### src/rtl/axi_read_arbiter.sv
// Two-requester AXI read arbiter (fetch = ID 0, load = ID 1), one AR beat at a time, one read in flight per ID.
// Define ARB_ROUND_ROBIN_EN to replace fixed load-over-fetch priority with round-robin.
module axi_read_arbiter #(
  parameter int ADDR_W = 32,
  parameter int DATA_W = 32
) (
  input  logic              clk,
  input  logic              rst,
  input  logic              inst_req,
  input  logic [ADDR_W-1:0] inst_addr,
  output logic              inst_addr_ok,
  input  logic              inst_rready,
  output logic              inst_data_ok,
  output logic [DATA_W-1:0] inst_rdata,
  input  logic              data_req,
  input  logic [ADDR_W-1:0] data_addr,
  input  logic [2:0]        data_size,
  output logic              data_addr_ok,
  input  logic              data_rready,
  output logic              data_data_ok,
  output logic [DATA_W-1:0] data_rdata,
  output logic [3:0]        arid,
  output logic [ADDR_W-1:0] araddr,
  output logic [7:0]        arlen,
  output logic [2:0]        arsize,
  output logic [1:0]        arburst,
  output logic              arvalid,
  input  logic              arready,
  input  logic [3:0]        rid,
  input  logic [DATA_W-1:0] rdata,
  input  logic [1:0]        rresp,
  input  logic              rlast,
  input  logic              rvalid,
  output logic              rready
);

  typedef enum logic {IDLE, AR_WAIT} state_t;

  state_t     state;
  logic [1:0] outstanding;
  logic       elig_inst, elig_data, grant_data;
  logic       ar_fire, r_fire;
  logic       unused_rresp;

  assign unused_rresp = ^rresp;
  assign elig_inst    = inst_req & ~outstanding[0];
  assign elig_data    = data_req & ~outstanding[1];

`ifdef ARB_ROUND_ROBIN_EN
  logic last_grant;
  // On a tie the ID that did not win last time goes first.
  assign grant_data = elig_data & (~elig_inst | ~last_grant);
`else
  assign grant_data = elig_data;
`endif

  assign ar_fire = arvalid & arready;
  assign r_fire  = rvalid & rready & rlast & (rid[3:1] == 3'd0);

  always_ff @(posedge clk) begin
    if (rst) begin
      state       <= IDLE;
      arvalid     <= 1'b0;
      arid        <= 4'd0;
      araddr      <= '0;
      arsize      <= 3'd0;
      outstanding <= 2'b00;
`ifdef ARB_ROUND_ROBIN_EN
      last_grant  <= 1'b0;
`endif
    end else begin
      // Retire first so a handshake in the same cycle still sets its own bit.
      if (r_fire)
        outstanding[rid[0]] <= 1'b0;
      case (state)
        IDLE: begin
          if (elig_inst | elig_data) begin
            state   <= AR_WAIT;
            arvalid <= 1'b1;
            arid    <= grant_data ? 4'd1 : 4'd0;
            araddr  <= grant_data ? data_addr : inst_addr;
            arsize  <= grant_data ? data_size : 3'b010;
`ifdef ARB_ROUND_ROBIN_EN
            last_grant <= grant_data;
`endif
          end
        end
        AR_WAIT: begin
          if (arready) begin
            state                 <= IDLE;
            arvalid               <= 1'b0;
            outstanding[arid[0]]  <= 1'b1;
          end
        end
        default: state <= IDLE;
      endcase
    end
  end

  assign arlen        = 8'd0;
  assign arburst      = 2'b01;
  assign inst_addr_ok = ar_fire & (arid == 4'd0);
  assign data_addr_ok = ar_fire & (arid == 4'd1);

  always_comb begin
    rready       = 1'b1;
    inst_data_ok = 1'b0;
    data_data_ok = 1'b0;
    if (rid == 4'd0) begin
      rready       = inst_rready;
      inst_data_ok = rvalid;
    end else if (rid == 4'd1) begin
      rready       = data_rready;
      data_data_ok = rvalid;
    end
  end

  assign inst_rdata = rdata;
  assign data_rdata = rdata;

endmodule

### config.mk
export PLATFORM = sky130hd
export DESIGN_NAME = axi_read_arbiter
export DESIGN_NICKNAME = d
export VERILOG_FILES = /design/src/rtl/axi_read_arbiter.sv
export SDC_FILE = /design/constraint.sdc
export NUM_CORES = 1
export LEC_CHECK = 0
export ABC_AREA = 1
export CORE_AREA = 3 3 95 97
export DETAILED_ROUTE_END_ITERATION = 10
export DIE_AREA = 0 0 98 100
export HOLD_SLACK_MARGIN = 0.06
export PLACE_DENSITY = 0.78
export SLEW_MARGIN = 0
export SYNTH_ARGS = -nofsm -noshare
export SYNTH_HDL_FRONTEND = slang
export SYNTH_SLANG_ARGS = --single-unit
### constraint.sdc
create_clock -name clk -period 1.35 [get_ports clk]
set_clock_uncertainty 0.1 [all_clocks]
set_input_delay 0.405 -clock clk [delete_from_list [all_inputs] [get_ports clk]]
set_output_delay 0.405 -clock clk [all_outputs]
set_load 0.02 [all_outputs]
==> flow_summary.ini, run 1 <==
[setup_path]
crit-reg2reg-launch = outstanding[0]
cp_data_required_time_ns = 0.85
crit_start = rid[0]
reg2reg_depth = 5
worst_ep_arrival_time_ns = 0.99
path_class = input port to output pin
cp_max_fo = 3
endpoint_kind = output pin
critical_path.startpoint_type = input port
endpoint = rready
rr_endpoint = araddr[29]
rrSetupSlack_ns = 0

[pwr]
power.leakage_nw = 1.89
peakVddDrop_uv = 455
p_per_area_nw_per_um2 = 965
power_mw = 3.77

[routing]
ant_nets = 0
dr.pass1.iters = 4
num_vias = 2510
post_drt_wl_per_cell_um = 12.9
first_iter_violations = 38
drc_errors = 0
wl_um = 7490
viasPerCell = 4.31

[finish]
area_delta_synth_final_pct = 49.8
diodes = 0
fin_cells = 582
final_common_cell = nand2_1
drive_above_1_share = 0.344
layout_common_cells = nand2_1 (109), clkdlybuf4s50_1 (69), nor2_1 (59)
multi_input_area_sq_um = 1250
fin_nets = 590
nFillCells = 833
finish.instance_area_sq_um = 3910
seq_area_sq_um = 813
final_util = 0.476

[clock_network]
htreeDepth = 2
clkLatencyLatePin_ns = 0.28
cts_made_buffers = 5
cts_root_buf = clkbuf_8
cts_sinks = 40
clk_pin_slew_ns = 0.07
cts_tree = built
clockBufferDepth = 2

[place]
port_buffers = 121
dpl_cell_area_sq_um = 3570
place_inst = 562
post-place-ws_ns = -1.02
dp_hpwl_um = 5500
gp_congestion = 0.812

[grt]
grt_pass1_wl_um = 11600
antenna_found_initial = 0
grt-ovfl-total = 0
grt_pass1_vias = 2471
grt_max_degree = 34
grtUsageTotal = 0.145

[floorplan]
die_w_um = 98
dieArea_sq_um = 9800
dieHeight_um = 100
core_area_sq_um = 8220
rows = 33
start_util = 0.318
io_pins = 233

[timing]
hold_slack_ns = 0.365
fin_setup_tns_ns = -0.756
final.period_utilization = 1.11
slew_violations = 0
fmax_mhz = 668
hold_viol_final = 0
setup-violations-final = 7
worst_slack_ns = -0.147
rsz0062_at_grt = yes
layout_min_cycle_time_ns = 1.50

[status]
status = complete, but fails checks
violations = setup timing

[synth]
synth_area_leader_cell = dfxtp_1
synthCells = 388
ys_seq_area_frac = 0.307
postSynthAreaPerCell_sq_um = 6.73
netlist.area_leader.share = 0.307
synth_seq_cells = 40
syn-cell-area_sq_um = 2610
yosysWarnings = 0
ys_top_cells_by_area = dfxtp_1 (31%), buf_4 (23%), nand2_1 (16%)
ys_types = 25

[job]
max-cap-violations = 0

[min_path]
hold_class = register to register
worstHoldStart = araddr[3]
==> worst max-delay path, stage by stage <==
cell	delay, ns
buf_12	0.10
clkinv_8	0.05
nor2_4	0.09
nand3_2	0.10
nand2_1	0.08
inv_1	0.05
buf_6	0.12
==> state kept, by name, summed over array words and instances, names as in the netlist <==
signal and flops:
outstanding 2, araddr 32, state 1, arvalid 1
arid 1, arsize 3
==> cell usage after synthesis <==
library cell and count:
nand2_1 112, buf_4 80, nor2_1 61, dfxtp_1 40, o21ai_0 25, inv_1 17, nor2_2 10, o21ai_1 8
a21oi_1 5, buf_6 5, buf_2 4, nor3_1 4, clkbuf_1 2, conb_1 2, inv_2 2, nand4_1 2
a211oi_2 1, buf_12 1, inv_8 1, nand2_4 1, nand2_8 1, nand3_1 1, nand3b_1 1, o211ai_1 1
o21ai_4 1
==> cell families (layout without fill, tap and decap cells) <==
kind of cell,after synthesis,count (layout),synth area share
AO/OA/AOI/OAI,41,41,0.0868
AND/OR/NAND/NOR,193,195,0.302
buffers and inverters,112,188,0.302
flip-flops,40,40,0.307
other,2,13,0.00288
==> repair_timing <==
action                                  4_1_cts  5_1_grt
gates cloned                                  2        1
hold buffers                                  0        0
buffers inserted                             10        1
pin swaps                                    16       27
endpoints found under the setup margin       80       52
gates resized for setup                     277       40
==> layer usage <==
layer / GRT usage / part of all wire
met2: 0.259 / 0.50
met1: 0.163 / 0.39
met3: 0.0452 / 0.085
met4: 0.0501 / 0.027
met5: 0 / 0
==> how the worst min path moves through the flow <==
| stage | cells past startpoint | slack (ns) | endpoint |
|---|---|---|---|
| 5_1_grt | 2 | 0.40 | araddr[11] |
| 6_report | 2 | 0.37 | araddr[3] |
| 3_3_place_gp | 2 | 0.35 | arsize[2] |
| 3_5_place_dp | 2 | 0.37 | araddr[14] |
| 4_1_cts | 2 | 0.38 | arsize[2] |
| 2_1_floorplan | 2 | 0.35 | outstanding[1] |
==> report_power, final <==
part | switching [mW] | internal, mW
Sequential | 0.0705 | 1.31
Combinational | 0.707 | 0.632
Clock | 0.404 | 0.652
Total | 1.18 | 2.59
==> cell type report <==
cell class | instances | share of cell area
clock inverter | 1 | 0.00768
timing repair buffer | 159 | 0.369
inverter | 20 | 0.0346
tap | 105 | 0.0336
clock buffer | 7 | 0.0246
multi-input combinational | 249 | 0.319
sequential | 40 | 0.208
timing repair inverter | 1 | 0.00288
No activity file was read; power rests on OpenSTA's default activity.
==> run 2: changes to the inputs <==
Settings changed: CTS_CLUSTER_DIAMETER set to 50, SETUP_SLACK_MARGIN set to 0.1.
==> run 2 against run 1 <==
  * Combinational power rose by 47%
  * Clock-buffer cell count did not move
  * Sequential share of layout area fell by 2.9 points
  * Total power rose by 13%
  * The run still ends with setup timing left
  * Sequential power rose by 4%
  * Maximum frequency fell by 1.6%
  * Clock power fell by 19%
  * Hold slack improved by 0.0084 ns
  * Sequential cell count did not move
  * Critical endpoint is now data_addr_ok
  * Critical path type is now register to output pin
  * Via count rose by 9.5%
  * Critical path depth fell by 4
  * Largest power group is now combinational cells
==> flow_summary.ini, run 2 (synthesized netlist as in run 1, its figures left out) <==
[timing]
layout_min_cycle_time_ns = 1.52
final.period_utilization = 1.13
setup-violations-final = 8
worst_slack_ns = -0.172
slew_violations = 0
fmax_mhz = 657
hold_slack_ns = 0.374
rsz0062_at_grt = yes
hold_viol_final = 0

[finish]
seq_area_sq_um = 873
final_common_cell = nand2_1
multi_input_area_sq_um = 1570
regMostFlops = araddr
area_delta_synth_final_pct = 87.1
fin_nets = 623
diodes = 0
finish.instance_area_sq_um = 4880
reg_top3 = araddr x32, arsize x3, outstanding x2
layout_common_cells = nand2_1 (94), clkdlybuf4s50_1 (69), buf_6 (60)
nFillCells = 706
drive_above_1_share = 0.523
largest_reg_flops = 32

[clock_network]
cts_made_buffers = 5
htreeDepth = 2
clkLatencyLatePin_ns = 0.29
cts_sinks = 40
cts_hold_buf = 0
clk_pin_slew_ns = 0.08
clockBufferDepth = 2
cts_tree = built
cts_root_buf = clkbuf_8

[setup_path]
cp_data_required_time_ns = 0.85
path_class = register to output pin
reg2reg_depth = 7
critical_path.startpoint_type = register
rr_endpoint = araddr[14]
worst_ep_arrival_time_ns = 1.02
cp_max_fo = 3
crit-reg2reg-launch = state
endpoint_kind = output pin
rrSetupSlack_ns = 0

[status]
violations = setup timing
status = complete, but fails checks

[floorplan]
io_pins = 233
dieArea_sq_um = 9800
start_util = 0.318
dieHeight_um = 100
core_area_sq_um = 8220
die_w_um = 98
rows = 33

[routing]
drc_errors = 0
post_drt_wl_per_cell_um = 14.8
wl_um = 9080
viasPerCell = 4.48
dr.pass1.iters = 4
first_iter_violations = 61
ant_nets = 0
num_vias = 2748

[job]
max-cap-violations = 0

[place]
gp_congestion = 0.851
dp_hpwl_um = 5450
dpl_cell_area_sq_um = 3590
port_buffers = 121

[min_path]
worstHoldStart = araddr[7]
min_to = araddr[7]
hold_class = register to register
holdPathStages = 2

[grt]
grtUsageTotal = 0.167
grt_max_degree = 20
grt_pass1_vias = 2724
grt_pass1_wl_um = 13300
antenna_found_initial = 0
grt-ovfl-total = 0

[pwr]
power.leakage_nw = 2.21
peakVddDrop_uv = 358
p_per_area_nw_per_um2 = 871
[run 2: cell count changes in the layout (fill, tap and decap cells not counted), moves of 9 or more]
cell | before | now
nand2_1 | 109 | 94
nand2_2 | 1 | 12
nor2_1 | 59 | 35
buf_2 | 31 | 3
dfxtp_1 | 34 | 0
o21ai_1 | 5 | 18
dfxtp_2 | 4 | 31
buf_6 | 13 | 60
o21ai_0 | 10 | 1
nor2_4 | 2 | 31
[run 2: worst max-delay path: stages, from the launching register on]
cell	delay, ns
dfxtp_2	0.34
inv_2	0.07
nor3_4	0.18
buf_6	0.14
[run 2: final cells by class]
class,instances,area share
Inverter,20,0.0307
Timing Repair inverter,4,0.0149
Clock buffer,7,0.0197
Tap cell,105,0.0269
Timing Repair Buffer,187,0.408
Sequential cell,40,0.179
Multi-Input combinational cell,251,0.321
[run 2: worst max-delay path by stage]
stage                         to     start  depth (start not counted)
finish              data_addr_ok   arvalid                          3
global route        data_addr_ok   arvalid                          3
CTS                 data_addr_ok   arvalid                          3
detailed placement        rready    rid[3]                          6
global placement          rready    rid[3]                          6
floorplan             araddr[11]  inst_req                          6
[run 2: what timing repair did]
item,4_1_cts,5_1_grt
gates cloned,6,4
setup endpoints to repair,81,81
gates resized for setup,435,81
pin swaps,57,39
endpoints found under the hold margin,0,0
setup buffers,13,30
[run 2: power breakdown]
| group | leakage (nW) | switching (mW) | internal, mW | total (mW) |
|---|---|---|---|---|
| combinational | 1.82 | 0.945 | 1.02 | 1.97 |
| sequential | 0.347 | 0.103 | 1.33 | 1.43 |
| clock | 0.0503 | 0.400 | 0.455 | 0.855 |
[run 2: through the flow]
stage / util / power (mW) / setup TNS, ns / std cells / setup slack [ns]
finish: 0.594 / 4.25 / -0.803 / 614 / -0.172
floorplan: - / 2.35 / 0 / 399 / 0.0692
detailed placement: 0.437 / 2.68 / -29.62 / 562 / -0.993
global placement: 0.437 / 2.65 / -28.16 / 562 / -0.990
global route: 0.594 / 4.49 / -2.23 / 614 / -0.232
CTS: 0.526 / 4.00 / -0.819 / 585 / -0.175
[run 2: layer usage]
metal / track usage / vias up / share of wire
met2: 0.315 / 119 / 0.53
met5: 0 / - / 0
met4: 0.0650 / 0 / 0.028
li1: - / 1348 / -
met1: 0.176 / 1244 / 0.36
met3: 0.0445 / 37 / 0.076
==> run 3: changes to the inputs <==
Settings changed: TNS_END_PERCENT set to 100.
==> results of run 3 <==
Same layout as run 2: the final DEF is identical, and so are final timing and power.
